**config.mk**
```make
export PLATFORM = sky130hd
export DESIGN_NAME = priority_match_encoder
export DESIGN_NICKNAME = d
export VERILOG_FILES = /design/src/rtl/priority_match_encoder.sv
export SDC_FILE = /design/constraint.sdc
export NUM_CORES = 1
export LEC_CHECK = 0
export CAP_MARGIN = 5
export CORE_AREA = 2 2 39 41
export DETAILED_ROUTE_END_ITERATION = 6
export DIE_AREA = 0 0 41 43
export DONT_BUFFER_PORTS = 1
export RECOVER_POWER = 100
export SLEW_MARGIN = 20
export SYNTH_ARGS = -nofsm -noshare
export SYNTH_HDL_FRONTEND = slang
export SYNTH_SLANG_ARGS = --single-unit
export TNS_END_PERCENT = 5
```
**constraint.sdc**
```tcl
create_clock -name clock -period 2 [get_ports clock]
set_input_delay 0.3 -clock clock [delete_from_list [all_inputs] [get_ports clock]]
set_output_delay 0.3 -clock clock [all_outputs]
set_load 0.005 [all_outputs]
```
**src/rtl/priority_match_encoder.sv**
```systemverilog
// Registered N-channel priority match encoder with valid/ready handshake on both sides.
// Reports winning channel (fixed highest-index or round-robin), match mask and match count.
module priority_match_encoder #(
  parameter  int NUM_CH      = 4,
  parameter  int DATA_W      = 2,
  parameter  int MATCH_VALUE = 1,
  parameter  int NONE_CODE   = 0,
  parameter  int ROUND_ROBIN = 0,
  localparam int IDX_W       = (NUM_CH > 2) ? $clog2(NUM_CH) : 1
) (
  input  logic                     clock,
  input  logic                     reset_n,
  input  logic                     in_valid,
  output logic                     in_ready,
  input  logic [NUM_CH*DATA_W-1:0] in_data,
  output logic                     out_valid,
  input  logic                     out_ready,
  output logic [IDX_W-1:0]         out_index,
  output logic                     out_found,
  output logic [NUM_CH-1:0]        out_match_mask,
  output logic [IDX_W:0]           out_count
);

  localparam logic [IDX_W-1:0] NONE_IDX = IDX_W'(NONE_CODE);
  localparam logic [IDX_W-1:0] LAST_IDX = IDX_W'(NUM_CH - 1);
  // A match value wider than a channel can never be equal to any channel.
  localparam bit               MATCH_FITS = ((MATCH_VALUE >> DATA_W) == 0);

  logic              out_valid_reg;
  logic [IDX_W-1:0]  out_index_reg;
  logic              out_found_reg;
  logic [NUM_CH-1:0] out_mask_reg;
  logic [IDX_W:0]    out_count_reg;
  logic [IDX_W-1:0]  rr_ptr_reg;

  logic [NUM_CH-1:0] match_mask;
  logic [IDX_W:0]    count_next;
  logic              found_next;
  logic [IDX_W-1:0]  fixed_idx;
  logic [IDX_W-1:0]  rr_idx;
  logic              rr_hit;
  logic [IDX_W-1:0]  cand_idx;
  logic [IDX_W-1:0]  win_idx;
  logic [IDX_W-1:0]  rr_ptr_next;
  logic              accept;

  genvar gi;
  generate
    for (gi = 0; gi < NUM_CH; gi++) begin : g_match
      assign match_mask[gi] = MATCH_FITS &&
                              (in_data[gi*DATA_W +: DATA_W] == DATA_W'(MATCH_VALUE));
    end
  endgenerate

  always_comb begin
    count_next = '0;
    for (int k = 0; k < NUM_CH; k++) begin
      count_next = count_next + (IDX_W+1)'(match_mask[k]);
    end
  end

  assign found_next = |match_mask;

  always_comb begin
    fixed_idx = NONE_IDX;
    for (int k = 0; k < NUM_CH; k++) begin
      if (match_mask[k]) begin
        fixed_idx = IDX_W'(k);
      end
    end
  end

  // Round-robin walks downward from rr_ptr, wrapping below 0 to NUM_CH-1.
  always_comb begin
    rr_idx   = NONE_IDX;
    rr_hit   = 1'b0;
    cand_idx = '0;
    for (int i = 0; i < NUM_CH; i++) begin
      if (int'(rr_ptr_reg) >= i) begin
        cand_idx = IDX_W'(int'(rr_ptr_reg) - i);
      end else begin
        cand_idx = IDX_W'(int'(rr_ptr_reg) + NUM_CH - i);
      end
      if (!rr_hit && match_mask[cand_idx]) begin
        rr_hit = 1'b1;
        rr_idx = cand_idx;
      end
    end
  end

  assign win_idx     = (ROUND_ROBIN != 0) ? rr_idx : fixed_idx;
  assign rr_ptr_next = (win_idx == '0) ? LAST_IDX : (win_idx - 1'b1);

  assign in_ready = !out_valid_reg || out_ready;
  assign accept   = in_valid && in_ready;

  always_ff @(posedge clock) begin
    if (!reset_n) begin
      out_valid_reg <= 1'b0;
      out_index_reg <= NONE_IDX;
      out_found_reg <= 1'b0;
      out_mask_reg  <= '0;
      out_count_reg <= '0;
      rr_ptr_reg    <= LAST_IDX;
    end else if (accept) begin
      out_valid_reg <= 1'b1;
      out_index_reg <= win_idx;
      out_found_reg <= found_next;
      out_mask_reg  <= match_mask;
      out_count_reg <= count_next;
      if (found_next) begin
        rr_ptr_reg <= rr_ptr_next;
      end
    end else if (out_ready) begin
      out_valid_reg <= 1'b0;
    end
  end

  assign out_valid      = out_valid_reg;
  assign out_index      = out_index_reg;
  assign out_found      = out_found_reg;
  assign out_match_mask = out_mask_reg;
  assign out_count      = out_count_reg;

endmodule

```
After elaboration in Yosys (flattened, before gate mapping)
Index checks and enable logic that the tools add are counted.
{ "totals": {"regBits": 11, "input_bits": 12, "wordCells": 22, "output_inout_bits": 12} }
{ "op_classes": {"mux": 5, "add_sub_neg": 3, "eq_ne": 4, "reduce_logical": 5} }
{ "ops": {"columns": ["cell", "count"], "rows": [
  ["== test 2 x 1 -> 1 bit (second input constant)", 4],
  ["two-way mux 2 bit", 2],
  ["OR reduction 4 bit", 1],
  ["adder 2 x 1 -> 3 bit", 1],
  ["adder 3 x 1 -> 3 bit", 1],
  ["two-way mux 1 bit", 3],
  ["adder 1 x 1 -> 2 bit", 1],
  ["nonzero test 2 bit", 1],
  ["logical AND 1 bit", 1],
  ["logical NOT 1 bit", 1],
  ["logical OR 1 bit", 1]
]} }

Longest topological paths before layout
Gate-level depths: netlist of run 1.
{ "logic_depth": {"word_depth": 4, "ltp_mapped": 7, "depth_no_buf": 7} }

Least setup slack after synthesis of run 1
OpenSTA, ideal clock, no wires.
{ "synth_path": {"kind": "in2reg", "start": "input in_data[7]", "end": "register out_count_reg[1], in the netlist out_count[1]", "setup_ps": 122, "path_buffers": 0, "path_stages": 6, "t_arrival_ps": 1549, "setup_slack_ps": 330, "required_ps": 1878, "path_cell_list": "and2b_2 > fa_1 > ha_1 > ha_1 > nand3_2 > a21oi_1"} }
{ "synth_via": {"elab_chain_cells": 2} }
{ "synth_lines": {"columns": ["item", "line", "rtl"], "rows": [
  ["start, declared", "15", "input logic [NUM_CH*DATA_W-1:0] in_data,"],
  ["== test 2 x 1 -> 1 bit", "51", "(in_data[gi*DATA_W +: DATA_W] == DATA_W'(MATCH_VALUE));"],
  ["adder 3 x 1 -> 3 bit", "58", "count_next = count_next + (IDX_W+1)'(match_mask[k]);"],
  ["named net count_next[1]", "37", "logic [IDX_W:0] count_next;"],
  ["end signal, assigned", "110", "out_count_reg <= count_next;"],
  ["end, declared", "33", "logic [IDX_W:0] out_count_reg;"]
]} }
The timed path passes the listed nets, and every way through them passes these cells.
A chain may end at the register's enable or synchronous reset.

Worst setup path in the final report of run 1
Ends and elaborated chain as after synthesis.

==> results of run 1 <==
metal layers:
| layer | global-route usage (%) | vias to the layer above | part of all wire [%] |
|---|---|---|---|
| li1 | - | 206 | - |
| met1 | 19.41 | 198 | 47 |
| met2 | 20.00 | 17 | 44 |
| met3 | 5.759 | 0 | 9.4 |
| met4 | 6.000 | 0 | 0 |
| met5 | 0 | - | 0 |
how the worst max path moves through the flow:
stage | end | slack [ns] | from | cells after the start
after CTS | out_count[1]$_SDFFE_PN0P_ | 0.56 | in_data[7] | 6
after floorplan | out_count[1]$_SDFFE_PN0P_ | 0.33 | in_data[7] | 6
after global routing | out_count[1]$_SDFFE_PN0P_ | 0.42 | in_data[7] | 6
after detailed placement | out_count[1]$_SDFFE_PN0P_ | 0.26 | in_data[7] | 6
after global placement | out_count[1]$_SDFFE_PN0P_ | 0.30 | in_data[7] | 6
final | out_count[1]$_SDFFE_PN0P_ | 0.50 | in_data[7] | 6
power groups by stage:
| stage | registers, mW | clock network (mW) | logic, mW |
|---|---|---|---|
| final | 0.241 | 0.152 | 0.0565 |
| after global routing | 0.243 | 0.171 | 0.0647 |
| after CTS | 0.241 | 0.155 | 0.0583 |
| after detailed placement | 0.246 | 0 | 0.0580 |
| after global placement | 0.246 | 0 | 0.0572 |
| after floorplan | 0.244 | 0 | 0.0588 |
kinds of logic (layout without fill, tap and decap cells):
| group | count (synthesis) | after routing |
|---|---|---|
| AOI/OAI and AO/OA | 20 | 20 |
| DFF | 11 | 11 |
| and+or+nand+nor | 15 | 15 |
| adders and majority gates | 4 | 4 |
| buffers and inverters | 8 | 9 |
cell usage in the layout (no fill, tap or decap):
cell       n
a211oi_1   1
nor2b_4    1
nand2b_1   2
inv_2      1
ha_1       3
dfxtp_1   11
nand3_1    6
and2b_1    1
nor2_1     1
clkbuf_1   1
o21ai_0    7
o221a_2    1
clkbuf_4   3
clkinv_1   1
inv_6      1
nor3_2     1
and2b_4    1
nand3_2    1
fa_1       1
o211ai_1   1
a21oi_1   10
nor4_4     1
inv_1      2
area by class of cell:
cell class	instances	area [um^2]	area share (%)
multi-input cells	39	287.8	49.78
flip-flops and latches	11	220.2	38.10
clock buffers	4	26.28	4.545
inverters	5	23.77	4.113
well taps	16	20.02	3.463
stage by stage:
stage	cells	util, %
finish	75	41.77
global route	75	41.77
CTS	75	42.13
detailed placement	71	40.24
global placement	71	40.24
floorplan	58	-
worst max-delay path: stages:
cell and delay, ns:
and2b_1 0.30, fa_1 0.45, ha_1 0.19, ha_1 0.28, nand3_2 0.05, a21oi_1 0.10
==> run summary, run 1 <==
Seq pwr share = 53.6%
Initial Util = 41.86%
Core area = 0.001384 mm^2
Clock transition at path regs = 0.07 ns
Num CTS Buffers = 3
Worst Hold Endpoint = out_count[1]$_SDFFE_PN0P_
Final setup margin = 0.5039 ns
Sequential fraction of the synthesis area = 38.01%
Area after DPL = 556.8 um^2
Area of the die = 0.001763 mm^2
CTS root buf = clkbuf_4
Setup bufs post-CTS = 0
NetSw = 116.3 uW
Area leader, netlist = dfxtp_1
Skew final = 0.003427 ns
Vias per inst = 5.613
Synth top area share = 38.01%
Synth area leaders = dfxtp_1, a21oi_1, ha_1
Setup WS pre-CTS = 0.2646 ns
Worst Max-Slew Pin Slew = 0.3198 ns
Hold Slack = 0.1710 ns
Pwr Total = 449.1 uW
Prevailing post-synth register cell = dfxtp_1
GP Congestion = 0.7937
Final Critical Period = 1.496 ns
Final #Nets = 76
RSZ-0062 raised after global routing = no
YS warnings = 0
Drt pass-1 iters = 4
Switch share = 25.89%
Worst min path class = input port to register
Reg-to-reg critical path endpoint = out_index[0]$_SDFFE_PN0P_
CTS hold repair buffers = 0
Final TNS setup = 0 ns
Final hold vios = 0
# DRC = 0
PostCTS Resize Cnt = 0
Max reg flops = 4
WL final = 1060 um
Synth Area in Simple Gates = 20.73%
Slew Limit Fails = 0
Run status = finished clean
Synthesized cell area = 579.3 um^2
Hold path depth = 2
Io pins = 24
#FFs+latches synth = 11
Xor/xnor share of the synthesized area = 0%
Die X = 41 um
H-tree levels = 1
Gate power share = 12.6%
Pleak = 0.2242 nW
Largest family of logic cells by synthesized area = simple AND/OR/NAND/NOR gates
Vias in the first global route = 422
Final period utilization = 74.80%
Int Pwr = 332.8 uW
Starting DRT DRC Count = 12
Post-Syn Instances = 58
Post-DR wirelength/cell = 14.13 um
Row count = 14
Mux share of post-synthesis cell area = 0%
Crit. End Element = register
Maximum achievable frequency = 668.4 MHz
Complex-gate fraction of the synthesized area = 19.87%
Req. time, crit path = 2.19 ns
Slew headroom = 78.63%
Total track usage = 14.46%
Diode count = 0
Top-count cell post-synth = dfxtp_1
Largest net degree at the start of global routing = 13
Share of post-route cells with drive strength above 1 = 18.64%
Final setup vio count = 0
Worst R2R Path Depth = 4
Fillcell total = 137
Worst vdd ir = 0.0002911 V
Pwr/cell area = 776.9 mW/mm^2
Critical setup path kind = input port to register
Worst Path Arrival = 1.69 ns
First-pass GRT wire length = 1731 um
Clk pwr share = 33.9%
Hold Path Origin = in_valid
Top cells by instance count after synthesis = dfxtp_1, a21oi_1, o21ai_0
Async set-reset flop share out of synthesis = 0%
Area Growth Syn to Fin = -0.2161%
Clock Tree Buf Depth = 2
Synth unique cells = 24
Reg2Reg Setup Slack = 0.87 ns
Vias post-DR = 421
Initial antenna violation count = 0
Synthesized Nets = 74
Worst r2r src = out_valid$_SDFFE_PN0P_
MaxCap Viol Count = 0
Design area = 578.1 um^2
IO Port Bufs = 0
Worst setup SP type = input port
Clock latency on the worst-skew pair = 0.26 ns
Adder-cell area share of the yosys netlist = 9.935%
Clk sinks = 11
Final global-route overflow total = 0
Die Y = 43 um
CTS tree = done
Post-Syn Area per Cell = 9.988 um^2
Crit path max fanout = 4
Post-synth EDFFs = 0
Antenna viol nets, final = 0
Note: power is estimated with default switching activity, not from simulation.
==> run 2, diff against run 1 <==
Clock period 2 ns to 1.3 ns, I/O delays scaled along.
==> run 2 against run 1 <==
Effect of this change:
- global-route usage shrank 0.72 points
- largest cell class unchanged
- clock skew is 0.0015 ns higher
- total power increased by 58%
==> run summary, run 2 (synthesis results as in run 1) <==
Num CTS Buffers = 3
MaxCap Viol Count = 0
Final Critical Period = 1.299 ns
IO Port Bufs = 0
Row count = 14
Detail Placement HPWL = 793.5 um
Worst Path Arrival = 1.49 ns
Diode count = 0
Critical setup path kind = input port to register
Area of the die = 0.001763 mm^2
Initial Util = 41.86%
Vias in the first global route = 393
Initial antenna violation count = 0
Worst r2r src = out_valid$_SDFFE_PN0P_
Design area = 654.4 um^2
Core area = 0.001384 mm^2
Slowest cell on crit path = fa_1
Req. time, crit path = 1.49 ns
Pwr/cell area = 1087 mW/mm^2
Worst setup SP type = input port
Max reg flops = 4
# DRC = 0
Worst setup path start = in_data[7]
Vias post-DR = 443
Final period utilization = 99.90%
Worst Max-Slew Pin Slew = 0.3041 ns
Post-DR wirelength/cell = 13.72 um
CP peak stage delay = 0.44 ns
WL final = 1111 um
Vias per inst = 5.469
Clock latency on the worst-skew pair = 0.26 ns
Clk sinks = 11
Layout Utilization = 47.29%
Worst vdd ir = 0.0005688 V
First-pass GRT wire length = 1649 um
Area after DPL = 596.8 um^2
Clock Tree Buf Depth = 2
Largest net degree at the start of global routing = 13
Final global-route overflow total = 0
DP Cell Count = 76
Area Growth Syn to Fin = 12.96%
Run status = finished clean
Hold Path Origin = reset_n
Critical Path, Cell by Cell = and2b_2, fa_1, ha_2, ha_4, nand3_2, a21oi_2
RSZ-0062 raised after global routing = yes
Most frequent cells in the layout = dfxtp_1, a21oi_1, o21ai_0
Maximum achievable frequency = 770.0 MHz
Final hold vios = 0
Drt pass-1 iters = 4
Final #Nets = 82
Total track usage = 13.74%
Starting DRT DRC Count = 12
Crit path max fanout = 2
Slew Limit Fails = 0
Slew headroom = 79.60%
Pleak = 0.2520 nW
Die Y = 43 um
Commonest non-fill, non-tap cell in the layout = dfxtp_1
CTS tree = done
Die X = 41 um
Share of post-route cells with drive strength above 1 = 38.46%
GP Congestion = 0.7997
Pwr Total = 711.0 uW
Final Non-Filler Cells = 81
Worst min path class = input port to register
Io pins = 24
Crit. End Element = register
Antenna viol nets, final = 0
Skew final = 0.004970 ns
CTS root buf = clkbuf_4
Final setup vio count = 0
Clock transition at path regs = 0.07 ns
H-tree levels = 1
run 2: report_power, final:
| group | switching, mW | total, mW | internal, mW |
|---|---|---|---|
| clock network | 0.110 | 0.228 | 0.118 |
| registers | 0.0139 | 0.371 | 0.357 |
| logic | 0.0570 | 0.112 | 0.0554 |
run 2: final timing paths:
| kind | endpoint | slack (ns) | cells past startpoint |
|---|---|---|---|
| worst min-delay path | out_index[0]$_SDFFE_PN0P_ | 0.07 | 1 |
| worst max register to register | out_index[0]$_SDFFE_PN0P_ | 0.18 | 4 |
| worst min register to register | out_match_mask[2]$_SDFFE_PN0P_ | 0.50 | 2 |
| worst max-delay path | out_count[1]$_SDFFE_PN0P_ | 0.001 | 6 |
run 2: per-layer routing:
metal,routed length [um],global-route usage (%),up-vias
met5,0,0,-
met4,10,8.000,0
met3,89,4.188,2
met2,517,18.75,15
met1,493,18.36,204
li1,-,-,222
run 2: through the flow:
stage / TNS [ns] / setup WS, ns / hold slack, ns
after global placement: -0.5079 / -0.2427 / 0.3447
after global routing: -0.04799 / -0.03467 / 0.04553
final: 0 / 0.001354 / 0.06670
after CTS: 0 / 0.005195 / 0.05855
after floorplan: -0.4641 / -0.2309 / 0.3419
after detailed placement: -0.6575 / -0.3098 / 0.3459
run 2: layout make-up:
class	count	area (um^2)
Timing Repair Buffer	6	45.04
Multi-Input combinational cell	39	319.1
Fill cell	132	729.5
Sequential cell	11	220.2
Tap cell	16	20.02
Clock buffer	4	26.28
Inverter	5	23.77
run 2: repair_timing:
action / 4_1_cts / 5_1_grt
setup endpoints to repair: 1 / 2
resized for setup: 3 / 3
pin swaps: 0 / 0
setup buffers: 0 / 1
hold buffers: 0 / 0
run 2: worst max-delay path: cells and delay by family:
kind	cells	cell delay, ns
AOI/OAI and AO/OA	1	0.12
adders and majority gates	3	0.90
and+or+nand+nor	2	0.27
==> run 3, diff against run 2 <==
Settings changed: CORE_AREA 2 2 39 41 to 3 3 40 42, DIE_AREA 0 0 41 43 to 0 0 43 45.
==> run 3 against run 2 <==
Effect of this change:
- the flow now finishes with violations (negative setup slack)
- clock power is 3% higher
- clock-buffer cell count did not move
- critical path depth is the same
- maximum frequency shrank 0.29%
- final cell count shrank 2.5%
- sequential share of layout area down 0.19 points
- final area is 0.57% higher
- hold slack got worse by 0.0014 ns
- sequential power about the same
- sequential cell count stayed put
- global-route usage increased by 0.082 points
- largest power group unchanged
==> run summary, run 3 (synthesis results as in run 1) <==
Diode count = 0
Worst vdd ir = 0.0006389 V
H-tree levels = 1
Initial Util = 45.08%
Req. time, crit path = 1.50 ns
Critical setup path kind = input port to register
Antenna viol nets, final = 0
Clock latency on the worst-skew pair = 0.27 ns
Area of the die = 0.001935 mm^2
Final Non-Filler Cells = 79
Row count = 13
Worst setup SP type = input port
NetSw = 187.8 uW
Most frequent cells in the layout = dfxtp_1, a21oi_1, o21ai_0
Clk sinks = 11
Failing checks = negative setup slack
Detail Placement HPWL = 845 um
Max reg flops = 4
Worst R2R Path Depth = 4
Vias per inst = 5.557
Total track usage = 13.82%
Gate power share = 15.9%
Area Growth Syn to Fin = 13.61%
Num CTS Buffers = 3
IO Port Bufs = 0
Clock Tree Buf Depth = 2
Clk pwr share = 32.6%
First-pass GRT wire length = 1890 um
Final setup margin = -0.002407 ns
Final setup vio count = 1
CTS root buf = clkbuf_4
Pwr/cell area = 1093 mW/mm^2
Io pins = 24
Drt pass-1 iters = 4
CTS tree = done
DP Cell Count = 74
Die Y = 45 um
RSZ-0062 raised after global routing = yes
Hold Path Origin = in_valid
Largest net degree at the start of global routing = 13
Initial antenna violation count = 0
Reg2Reg Setup Slack = 0.11 ns
Int Pwr = 531.8 uW
Clock transition at path regs = 0.07 ns
Worst min path class = input port to register
Hold path depth = 2
Switch share = 26.10%
Worst r2r src = out_valid$_SDFFE_PN0P_
Final period utilization = 100.2%
Final Critical Period = 1.302 ns
Final global-route overflow total = 0
Design area = 658.1 um^2
Vias post-DR = 439
Maximum achievable frequency = 767.8 MHz
MaxCap Viol Count = 0
Slew headroom = 78.68%
Worst Path Arrival = 1.50 ns
Seq pwr share = 51.5%
Skew final = 0.004234 ns
Core area = 0.001285 mm^2
Reg-to-reg critical path endpoint = out_index[0]$_SDFFE_PN0P_
WL final = 1199 um
# DRC = 0
Final #Nets = 81
Commonest non-fill, non-tap cell in the layout = dfxtp_1
Final hold vios = 0
Area after DPL = 588.1 um^2
Slew Limit Fails = 0
CTS hold repair buffers = 0
Die X = 43 um
Fillcell total = 122
Worst Hold Endpoint = out_count[1]$_SDFFE_PN0P_
Share of post-route cells with drive strength above 1 = 37.50%
GP Congestion = 0.7560
Post-DR wirelength/cell = 15.18 um
Pleak = 0.2502 nW
Crit. End Element = register
Vias in the first global route = 412
Worst Max-Slew Pin Slew = 0.3178 ns
Starting DRT DRC Count = 11
Crit path max fanout = 2
Run status = finished, violations left
-- run 3: changes by cell type in the layout (fill, tap and decap cells not counted), sizes merged --
| cell | previous run | this run |
|---|---|---|
| buf | 6 | 5 |
-- run 3: final cells by class --
type | instances | area (um^2) | share of cell area, %
flip-flops and latches | 11 | 220.2 | 33.46
inverters | 5 | 23.77 | 3.612
clock buffers | 4 | 26.28 | 3.992
multi-input cells | 39 | 319.1 | 48.48
well taps | 15 | 18.77 | 2.852
repair buffers | 5 | 50.05 | 7.605
-- run 3: per-layer routing --
| metal | GRT usage [%] | vias up | wire length, um |
|---|---|---|---|
| met5 | 0 | - | 0 |
| met1 | 15.69 | 203 | 501 |
| met4 | 12.65 | 0 | 36 |
| met3 | 5.578 | 4 | 121 |
| li1 | - | 216 | - |
| met2 | 19.76 | 16 | 539 |
-- run 3: critical path, stage by stage --
cell	delay (ns)
and2b_2	0.21
fa_1	0.46
ha_2	0.21
ha_4	0.26
nand3_2	0.05
a21oi_2	0.10
-- run 3: power by group through the flow --
stage | combinational, mW | sequential, mW | clock [mW]
2_1_floorplan | 0.0913 | 0.375 | 0
3_3_place_gp | 0.0970 | 0.379 | 0
3_5_place_dp | 0.0989 | 0.379 | 0
4_1_cts | 0.100 | 0.371 | 0.245
5_1_grt | 0.128 | 0.372 | 0.266
6_report | 0.114 | 0.370 | 0.235
-- run 3: repair_timing --
item / CTS / global route
setup endpoints to repair: 1 / 2
pin swaps: 0 / 2
resized for setup: 2 / 3
setup buffers: 0 / 1
-- run 3: how the worst max path moves through the flow --
stage	from	end	slack [ns]	cells after the start
final	in_data[7]	out_count[1]$_SDFFE_PN0P_	-0.002	6
after global routing	in_data[7]	out_count[1]$_SDFFE_PN0P_	-0.03	6
after CTS	in_data[1]	out_count[1]$_SDFFE_PN0P_	0.008	7
after detailed placement	in_data[3]	out_count[1]$_SDFFE_PN0P_	-0.28	7
after global placement	in_data[3]	out_count[1]$_SDFFE_PN0P_	-0.26	7
after floorplan	in_data[7]	out_count[1]$_SDFFE_PN0P_	-0.23	6
-- run 3: metrics by stage --
stage	power (mW)	hold WS, ns	util (%)	worst slack, ns	TNS (ns)
floorplan	0.4666	0.3419	-	-0.2309	-0.4641
global placement	0.4758	0.3426	45.76	-0.2564	-0.5790
detailed placement	0.4781	0.3470	45.76	-0.2804	-0.6164
CTS	0.7159	0.06132	47.81	0.007702	0
global route	0.7662	0.04127	51.22	-0.02967	-0.02967
finish	0.7197	0.06527	51.22	-0.002407	-0.002407
